<file path="src/rtl/regfile_wb_arbiter_if.sv">
// Write-back bus between the two result producers, the issue stage and the
// register-file write port. The arbiter uses the slave modport.
interface regfile_wb_arbiter_if #(
    parameter int ADDR_W = 5,
    parameter int DATA_W = 32,
    parameter int NREG   = 32
);
    logic              req0_valid_i;
    logic [ADDR_W-1:0] req0_addr_i;
    logic [DATA_W-1:0] req0_data_i;
    logic              req0_ready_o;
    logic              req1_valid_i;
    logic [ADDR_W-1:0] req1_addr_i;
    logic [DATA_W-1:0] req1_data_i;
    logic              req1_ready_o;
    logic              hold_i;
    logic              claim_valid_i;
    logic [ADDR_W-1:0] claim_addr_i;
    logic              rf_we_o;
    logic [ADDR_W-1:0] rf_addr_o;
    logic [DATA_W-1:0] rf_data_o;
    logic [NREG-1:0]   busy_o;

    modport master (
        output req0_valid_i, req0_addr_i, req0_data_i,
        output req1_valid_i, req1_addr_i, req1_data_i,
        output hold_i, claim_valid_i, claim_addr_i,
        input  req0_ready_o, req1_ready_o,
        input  rf_we_o, rf_addr_o, rf_data_o, busy_o
    );

    modport slave (
        input  req0_valid_i, req0_addr_i, req0_data_i,
        input  req1_valid_i, req1_addr_i, req1_data_i,
        input  hold_i, claim_valid_i, claim_addr_i,
        output req0_ready_o, req1_ready_o,
        output rf_we_o, rf_addr_o, rf_data_o, busy_o
    );
endinterface

</file>
<file path="src/rtl/regfile_wb_arbiter.sv">
// Round-robin write-back arbiter feeding the register-file write port one cycle after grant.
// Optional pending-write scoreboard built when REGFILE_WB_ARB_SCOREBOARD_EN is defined.
module regfile_wb_arbiter #(
    parameter int ADDR_W = 5,
    parameter int DATA_W = 32,
    parameter int NREG   = 2 ** ADDR_W
) (
    input  logic                 clk_i,
    input  logic                 reset_i,
    regfile_wb_arbiter_if.slave  wb
);
    logic              grant0, grant1, xfer;
    logic              prio_q, prio_d;
    logic [ADDR_W-1:0] sel_addr;
    logic [DATA_W-1:0] sel_data;
    logic              rf_we_q, rf_we_d;
    logic [ADDR_W-1:0] rf_addr_q, rf_addr_d;
    logic [DATA_W-1:0] rf_data_q, rf_data_d;

    always_comb begin
        grant0    = 1'b0;
        grant1    = 1'b0;
        if (!wb.hold_i) begin
            if (wb.req0_valid_i && wb.req1_valid_i) begin
                grant0 = !prio_q;
                grant1 = prio_q;
            end else begin
                grant0 = wb.req0_valid_i;
                grant1 = wb.req1_valid_i;
            end
        end
        xfer      = grant0 | grant1;
        sel_addr  = grant1 ? wb.req1_addr_i : wb.req0_addr_i;
        sel_data  = grant1 ? wb.req1_data_i : wb.req0_data_i;

        prio_d    = prio_q;
        rf_we_d   = 1'b0;
        rf_addr_d = rf_addr_q;
        rf_data_d = rf_data_q;
        if (xfer) begin
            // Pointer moves to the loser; x0 writes are consumed but never enabled.
            prio_d    = grant0;
            rf_we_d   = |sel_addr;
            rf_addr_d = sel_addr;
            rf_data_d = sel_data;
        end
    end

    always_ff @(posedge clk_i or negedge reset_i) begin
        if (!reset_i) begin
            prio_q    <= 1'b0;
            rf_we_q   <= 1'b0;
            rf_addr_q <= '0;
            rf_data_q <= '0;
        end else begin
            prio_q    <= prio_d;
            rf_we_q   <= rf_we_d;
            rf_addr_q <= rf_addr_d;
            rf_data_q <= rf_data_d;
        end
    end

    assign wb.req0_ready_o = grant0;
    assign wb.req1_ready_o = grant1;
    assign wb.rf_we_o      = rf_we_q;
    assign wb.rf_addr_o    = rf_addr_q;
    assign wb.rf_data_o    = rf_data_q;

`ifdef REGFILE_WB_ARB_SCOREBOARD_EN
    logic [NREG-1:0] busy_q, busy_d;

    always_comb begin
        busy_d = busy_q;
        if (xfer && (sel_addr != '0))
            busy_d[sel_addr] = 1'b0;
        // Applied after the retire clear: a fresh claim means a newer producer is outstanding.
        if (wb.claim_valid_i && (wb.claim_addr_i != '0))
            busy_d[wb.claim_addr_i] = 1'b1;
        busy_d[0] = 1'b0;
    end

    always_ff @(posedge clk_i or negedge reset_i) begin
        if (!reset_i) busy_q <= '0;
        else          busy_q <= busy_d;
    end

    assign wb.busy_o = busy_q;
`else
    logic unused_claim;
    assign unused_claim = ^{wb.claim_valid_i, wb.claim_addr_i};
    assign wb.busy_o    = '0;
`endif
endmodule

</file>
<file path="src/flat_wrapper.sv">
// flat-port wrapper written by rule: the top's interface ports become plain ports
module regfile_wb_arbiter_flat 
#(
    parameter int ADDR_W = 5,
    parameter int DATA_W = 32,
    parameter int NREG   = 2 ** ADDR_W
)
  (clk_i, reset_i, wb_req0_valid_i, wb_req0_addr_i, wb_req0_data_i, wb_req1_valid_i, wb_req1_addr_i, wb_req1_data_i, wb_hold_i, wb_claim_valid_i, wb_claim_addr_i, wb_req0_ready_o, wb_req1_ready_o, wb_rf_we_o, wb_rf_addr_o, wb_rf_data_o, wb_busy_o);
  regfile_wb_arbiter_if #(.ADDR_W(ADDR_W), .DATA_W(DATA_W), .NREG(NREG)) wb_i ();
  input  logic clk_i;
  input  logic reset_i;
  input wire logic [$bits(wb_i.req0_valid_i)-1:0] wb_req0_valid_i;
  input wire logic [$bits(wb_i.req0_addr_i)-1:0] wb_req0_addr_i;
  input wire logic [$bits(wb_i.req0_data_i)-1:0] wb_req0_data_i;
  input wire logic [$bits(wb_i.req1_valid_i)-1:0] wb_req1_valid_i;
  input wire logic [$bits(wb_i.req1_addr_i)-1:0] wb_req1_addr_i;
  input wire logic [$bits(wb_i.req1_data_i)-1:0] wb_req1_data_i;
  input wire logic [$bits(wb_i.hold_i)-1:0] wb_hold_i;
  input wire logic [$bits(wb_i.claim_valid_i)-1:0] wb_claim_valid_i;
  input wire logic [$bits(wb_i.claim_addr_i)-1:0] wb_claim_addr_i;
  output wire logic [$bits(wb_i.req0_ready_o)-1:0] wb_req0_ready_o;
  output wire logic [$bits(wb_i.req1_ready_o)-1:0] wb_req1_ready_o;
  output wire logic [$bits(wb_i.rf_we_o)-1:0] wb_rf_we_o;
  output wire logic [$bits(wb_i.rf_addr_o)-1:0] wb_rf_addr_o;
  output wire logic [$bits(wb_i.rf_data_o)-1:0] wb_rf_data_o;
  output wire logic [$bits(wb_i.busy_o)-1:0] wb_busy_o;
  assign wb_i.req0_valid_i = wb_req0_valid_i;
  assign wb_i.req0_addr_i = wb_req0_addr_i;
  assign wb_i.req0_data_i = wb_req0_data_i;
  assign wb_i.req1_valid_i = wb_req1_valid_i;
  assign wb_i.req1_addr_i = wb_req1_addr_i;
  assign wb_i.req1_data_i = wb_req1_data_i;
  assign wb_i.hold_i = wb_hold_i;
  assign wb_i.claim_valid_i = wb_claim_valid_i;
  assign wb_i.claim_addr_i = wb_claim_addr_i;
  assign wb_req0_ready_o = wb_i.req0_ready_o;
  assign wb_req1_ready_o = wb_i.req1_ready_o;
  assign wb_rf_we_o = wb_i.rf_we_o;
  assign wb_rf_addr_o = wb_i.rf_addr_o;
  assign wb_rf_data_o = wb_i.rf_data_o;
  assign wb_busy_o = wb_i.busy_o;
  regfile_wb_arbiter #(.ADDR_W(ADDR_W), .DATA_W(DATA_W), .NREG(NREG)) u_core (.clk_i(clk_i), .reset_i(reset_i), .wb(wb_i));
endmodule
</file>
<file path="config.mk">
export PLATFORM = sky130hd
export DESIGN_NAME = regfile_wb_arbiter_flat
export DESIGN_NICKNAME = d
export VERILOG_FILES = /design/src/rtl/regfile_wb_arbiter_if.sv /design/src/rtl/regfile_wb_arbiter.sv /design/src/flat_wrapper.sv
export SDC_FILE = /design/constraint.sdc
export NUM_CORES = 1
export LEC_CHECK = 0
export CELL_PAD_IN_SITES_DETAIL_PLACEMENT = 1
export CELL_PAD_IN_SITES_GLOBAL_PLACEMENT = 1
export CORE_MARGIN = 1
export CORE_UTILIZATION = 27
export CTS_CLUSTER_SIZE = 24
export DETAILED_ROUTE_END_ITERATION = 6
export MAX_ROUTING_LAYER = met4
export PLACE_DENSITY_LB_ADDON = 0.1
export SKIP_LAST_GASP = 1
export SYNTH_ARGS = -nofsm -noshare
export SYNTH_HDL_FRONTEND = slang
export SYNTH_SLANG_ARGS = --single-unit
export TNS_END_PERCENT = 30
</file>
<file path="constraint.sdc">
create_clock -name clk_i -period 2.5 [get_ports clk_i]
set_input_delay 0.75 -clock clk_i [delete_from_list [all_inputs] [get_ports clk_i]]
set_output_delay 0.75 -clock clk_i [all_outputs]
set_load 0.1 [all_outputs]
</file>
==> results of run 1 <==
stage by stage:
step	std cells	worst slack, ns	power [mW]	area (um^2)
6_report	487	0.0851	2.69	3580
5_1_grt	487	0.0497	2.80	3580
4_1_cts	486	-0.0683	2.72	3580
3_5_place_dp	478	-0.149	2.23	3470
3_3_place_gp	478	-0.118	2.22	3470
2_1_floorplan	298	-0.0664	1.90	2540
cells in the mapped netlist:
cell        n  share of area
o21ai_1    17          0.035
nand2_1     3         0.0046
inv_1       1         0.0015
buf_4      35           0.11
clkbuf_1    1         0.0015
dfrtp_1    39           0.40
buf_2      20          0.041
nand2b_1    1         0.0026
o21ba_2     1         0.0041
buf_1       1         0.0015
o21bai_1    1         0.0031
nor2_1     39          0.060
o21ai_2    10          0.036
buf_8       1         0.0062
and2b_2     1         0.0036
buf_6       4          0.019
or4_1       1         0.0031
conb_1      1         0.0015
o21ai_0    11          0.023
o2bb2ai_1   1         0.0036
a31oi_1    37          0.096
o2111ai_1  37           0.13
inv_2       2         0.0031
nor2_2      1         0.0026
nor3_1      1         0.0021
cells in the final DEF (no fill, tap or decap), drive strengths merged:
| cell | netlist | routed |
|---|---|---|
| clkdlybuf4s50 | 0 | 74 |
| buf | 61 | 57 |
| nor2 | 40 | 40 |
| dfrtp | 39 | 39 |
| o21ai | 38 | 38 |
| o2111ai | 37 | 37 |
| a31oi | 37 | 37 |
| conb | 1 | 32 |
| clkbuf | 1 | 8 |
| nand2 | 3 | 3 |
| inv | 3 | 3 |
| dlygate4sd2 | 0 | 2 |
| diode | 0 | 1 |
| nand2b | 1 | 1 |
| and2b | 1 | 1 |
| o21ba | 1 | 1 |
| nor3 | 1 | 1 |
| or4 | 1 | 1 |
| o2bb2ai | 1 | 1 |
| o21bai | 1 | 1 |
| dlymetal6s2s | 0 | 1 |
path summary, 6_finish.rpt:
check                                                          from                                   to  slack, ns
max in group asynchronous                                   reset_i  u_core.wb.rf_data_o[25]$_DFFE_PN0P_       1.60
worst max register to register            u_core.prio_q$_DFFE_PN0P_  u_core.wb.rf_data_o[11]$_DFFE_PN0P_       1.05
worst max-delay path                                wb_req0_valid_i                      wb_req1_ready_o       0.09
min in group clk_i              u_core.wb.rf_data_o[30]$_DFFE_PN0P_  u_core.wb.rf_data_o[30]$_DFFE_PN0P_       0.56
worst min register to register  u_core.wb.rf_data_o[30]$_DFFE_PN0P_  u_core.wb.rf_data_o[30]$_DFFE_PN0P_       0.56
worst min-delay path                                        reset_i  u_core.wb.rf_data_o[29]$_DFFE_PN0P_       0.53
cell type report:
cell class | count | share of cell area
Inverter | 3 | 0.00314
Sequential cell | 39 | 0.272
Antenna cell | 1 | 0.000698
Multi-Input combinational cell | 194 | 0.317
Clock buffer | 8 | 0.0279
Tap cell | 108 | 0.0377
Timing Repair Buffer | 134 | 0.341
report_power, final:
group / leakage (nW) / total, mW / switching, mW / internal [mW]
clock: 0.0515 / 0.481 / 0.229 / 0.252
combinational: 0.942 / 1.44 / 1.12 / 0.319
sequential: 0.437 / 0.765 / 0.0472 / 0.718
total: 1.43 / 2.69 / 1.40 / 1.29
repair_timing:
action | 4_1_cts | 5_1_grt
endpoints found under the setup margin | 2 | 2
hold endpoints to repair | 0 | 0
resized for setup | 4 | 1
hold buffers | 0 | 0
cell families after synthesis:
family	Yosys count
AOI/OAI and AO/OA	115
and+or+nand+nor	47
DFF	39
other	1
buffers and inverters	65
routing by layer:
metal / track usage / vias up / wire [um]
li1: - / 1165 / -
met1: 0.229 / 1140 / 3700
met2: 0.303 / 101 / 3860
met3: 0.0347 / 10 / 433
met4: 0.0471 / 0 / 108
met5: - / - / 0
sequential cells by signal, summed over array words and instances, names as in the netlist:
signal and flops:
u_core.wb.rf_data_o 32, u_core.wb.rf_addr_o 5, u_core.prio_q 1, u_core.wb.rf_we_o 1
worst max-delay path, cell delays in order:
cell and delay (ns):
dlygate4sd2_1 0.26, and2b_2 0.22, buf_4 0.14, nor2_4 0.11, buf_12 0.18
==> impl_results.md, run 1 <==
- Placeable Area: 8720 um^2
- Clock Skew: about 0.0021 ns
- Min Hold Slack: between 0.5 and 0.6 ns
- Drt pass-1 iters: 4
- Final setup TNS: 0 ns
- Status: finished clean
- CTS tree: yes
- Synth Instances: ~270
- Yosys warning count: 0
- Largest net degree at the start of global routing: 75
- Die area: 9350 um^2
- Syn Area/Cell: 9.07 um^2
- Adder-Cell Fraction of Synth Area: 0
- HPWL after DPL: roughly 5300 um
- Leakage: roughly 1.4 nW
- Nets: about 460
- Initial drt markers: between 40 and 50
- Input/output buffers: between 100 and 150
- Worst-margin pin slew: approximately 0.73 ns
- Vias post-DR: around 2,400
- Share of post-route cells with drive strength above 1: 0.214
- Fmax: 0.414 GHz
- Xor-xnor portion of the synthesized cell area: 0
- Worst-path fanout max: 3
- Clock slew seen by the registers of the worst setup and hold paths: 0.08 ns
- Final wirelength: ~8100 um
- Area of the multi-input gates: about 1100 um^2
- Gr usage total: 0.183
- Initial antenna violation count: 1
- Worst hold path type: in2async
- Final GP Congestion: approximately 0.72
- Worst skew pair latency: 0.29 ns
- Rows: 34
- Kind of critical path: in2out
- Vias per Instance: roughly 5.0
- Slew margin rel.: 0.516
- Synth Area in Compound Gates: 0.334
- Reg2reg path depth: 5
- Global-route wire length before repair: 13,400 um
- Max H-tree Level: 2
- Post-synthesis sequential element count: 39
- Final Hold Vio Count: 0
- CTS sink cnt: 39
- Die Width: 96.7 um
- Cell area after synthesis: 2420 um^2
- Reg area: 976 um^2
- Peak supply drop: approximately 0.00023 V
- Die Height: 96.7 um
- Layout Area Growth over Synthesis: 47.9%
- Number of buffers created by CTS: 5
- Power Density: between 700 and 800 nW/um^2
- Final Max Slew Viols: 0
- Initial core utilization: 0.278
- Data arrival time of the critical path: around 1.7 ns
- Mux cell area share after synthesis: 0
- Final core area utilization: 0.411
- Crit start category: primary input
- Fin crit period: 2.41 ns
- Congestion Overflow GR: 0
- Main combinational cell family by area after synthesis: compound AO/OA/AOI/OAI gates
- Netlist cell types: 25
- Max cap viols: 0
- Final worst-path cycle share: 0.966
- Seq/Total Area, Yosys: 0.403
- Post-CTS Setup Repair Bufs: 0
- Clock Tree Buf Depth: 2
- Critical Path RT: between 1.5 and 2 ns
- FILL cells: just over 1,000
- CP Capture Type: primary output
- DR WL/cell: ~17 um
- Final antenna-violating net count: 0
- Post-Synth Simple-Gate Area: 0.0790
- Count of final setup violators: 0
- Setup repair after global routing missed its margin: false
- Vias in the first global route: approximately 2,600
- CTS root buf: clkbuf_8
- Ports: roughly 160
- # DRC: 0
Power figures use the tool's default switching activity.
==> inputs of run 2 (changes only) <==
- CORE_UTILIZATION: 27 -> 46
- DONT_BUFFER_PORTS: default -> 1
==> run 2 against run 1 <==
Fmax is 7.6% higher. Combinational power is 10% lower. Critical path depth is 1 lower. Non-clock buffer count is 88 lower. Count of clock-buffer cells in the layout is 2 lower. Design area is 26% lower. Largest power group unchanged. Highest routed layer unchanged.
==> impl_results.md, run 2 (same netlist as run 1, synthesis figures left out) <==
- Power Density: 920 nW/um^2 (+23%)
- Final worst-path cycle share: 0.898 (-0.0684)
- Crit path max-delay family: buffers and inverters
- Setup repair after global routing missed its margin: false
- Drt pass-1 iters: 6 (+2)
- Clock slew seen by the registers of the worst setup and hold paths: 0.07 ns (about the same)
- Final setup TNS: 0 ns (unchanged)
- Status: finished clean
- Count of final setup violators: 0 (unchanged)
- Clock Skew: 0.00418 ns (+0.00204 ns)
- CTS sink cnt: 39 (unchanged)
- Placeable Area: 5070 um^2 (-42%)
- Initial core utilization: 0.477 (+0.200)
- FILL cells: 632 (-38%)
- Layout Cells excl Fill: 358 (-26%)
- Final core area utilization: 0.521 (+0.111)
- Vias per Instance: 5.85 (+18%)
- # DRC: 0 (unchanged)
- Design Area, Final: 2650 um^2 (-26%)
- Reg2reg end: u_core.wb.rf_addr_o[1]$_DFFE_PN0P_
- Crit start category: primary input
- CP peak stage delay: 0.25 ns (about the same)
- Worst-margin pin slew: 0.691 ns (-0.0352 ns)
- Largest net degree at the start of global routing: 75 (unchanged)
- Final antenna-violating net count: 0 (unchanged)
- Rows: 26 (-24%)
- Nets: 374 (-19%)
- CP Capture Type: primary output
- Final Hold Vio Count: 0 (unchanged)
- Post_cts resized: 0 (-4)
- Die area: 5560 um^2 (-41%)
- Most frequent cells in the layout: buf_4, nor2_1, dfrtp_1
- Die Width: 74.6 um (-23%)
- Post-DP Area: 2570 um^2 (-26%)
- Clock Tree Buf Depth: 2 (unchanged)
- Slew margin rel.: 0.539 (+0.0234)
- Max H-tree Level: 2 (unchanged)
- Reg2reg path depth: 4 (-1)
- Vias post-DR: 2,095 (-13%)
- Final wirelength: 6720 um (-17%)
- Worst Path Buf+Inv: 2 (-1)
- R2R setup slack: 1.18 ns (+0.13 ns)
- Commonest non-fill, non-tap cell in the layout: buf_4
- Worst skew pair latency: 0.29 ns (about the same)
- Leakage: 1.04 nW (-27%)
- Post-CTS Setup Repair Bufs: 0 (unchanged)
- CTS tree: yes
- # hold bufs at CTS: 0 (unchanged)
- Vias in the first global route: 2,015 (-21%)
- Congestion Overflow GR: 0 (unchanged)
- Input/output buffers: 0 (-100%)
- Ports: 157 (unchanged)
- Critical path depth: 4 (-1)
- Fin crit period: 2.24 ns (-0.171 ns)
- HPWL after DPL: 4360 um (-18%)
- Final GP Congestion: 0.731 (+0.94%)
- Worst-path fanout max: 4 (+1)
- Share of post-route cells with drive strength above 1: 0.233 (+0.0184)
- Layout Area Growth over Synthesis: 9.25%
- Die Height: 74.6 um (-23%)
- Critical Path RT: 1.75 ns (about the same)
- Peak supply drop: 0.000333 V (+48%)
- Final Max Slew Viols: 0 (unchanged)
- Min Hold Slack: 0.149 ns (-0.380 ns)
- Initial antenna violation count: 0 (-1)
- DR WL/cell: 18.8 um (+13%)
- CP startpoint: wb_hold_i
- Worst setup endpoint: wb_req0_ready_o
- Max FFs per register: 32 (unchanged)
- Global-route wire length before repair: 10,000 um (-25%)
- Placed cell count: 352 (-26%)
- CTS root buf: clkbuf_8
- CP Cell Sequence: nand2b_2 -> o21ai_1 -> inv_1 -> buf_12
- Kind of critical path: in2out
- Slowest CP cell: o21ai_1
- Number of buffers created by CTS: 5 (unchanged)
- Max cap viols: 0 (unchanged)
- Data arrival time of the critical path: 1.49 ns (-0.17 ns)
- RR Startpoint: u_core.prio_q$_DFFE_PN0P_
- Worst hold path type: in2async
- Gr usage total: 0.247 (+0.0641)
- Fmax: 0.446 GHz (+7.6%)
- N_diodes: 0 (-1)
- Initial drt markers: 130 (+190%)
run 2: worst min-delay path by stage:
stage	to	start	cells after the start
2_1_floorplan	u_core.prio_q$_DFFE_PN0P_	reset_i	0
3_3_place_gp	u_core.wb.rf_data_o[29]$_DFFE_PN0P_	reset_i	0
3_5_place_dp	u_core.wb.rf_data_o[30]$_DFFE_PN0P_	reset_i	0
4_1_cts	u_core.wb.rf_data_o[30]$_DFFE_PN0P_	reset_i	0
5_1_grt	u_core.wb.rf_addr_o[4]$_DFFE_PN0P_	reset_i	0
6_report	u_core.wb.rf_addr_o[4]$_DFFE_PN0P_	reset_i	0
run 2: stage by stage:
step / total power, mW / setup slack (ns)
floorplan: 1.90 / -0.0664
global placement: 2.04 / 0.255
detailed placement: 2.05 / 0.249
CTS: 2.45 / 0.248
global route: 2.53 / 0.189
finish: 2.43 / 0.256
run 2: metal layers:
metal	global-route usage	vias up	share of wire	wire length, um
met2	0.382	94	0.47	3180
met4	0.0797	0	0.017	113
met1	0.309	1006	0.42	2790
met5	-	-	0	0
met3	0.0732	12	0.093	626
li1	-	983	-	-
run 2: worst reg2reg max path: stages (launching register included):
cell     delay [ns]
dfrtp_1        0.38
and2b_2        0.26
buf_4          0.29
o21ai_0        0.14
a31oi_1        0.18
run 2: layout make-up:
type	count	area [um^2]	share of cell area
multi-input combinational	194	1130	0.426
sequential	39	976	0.369
timing repair buffer	46	370	0.140
tap	70	87.6	0.0331
clock buffer	6	72.6	0.0274
inverter	3	11.3	0.00426
run 2: report_power, final:
part	leakage, nW	switching (mW)	total, mW	internal, mW
Clock	0.0371	0.211	0.397	0.186
Combinational	0.570	1.09	1.29	0.205
Sequential	0.437	0.0280	0.745	0.717
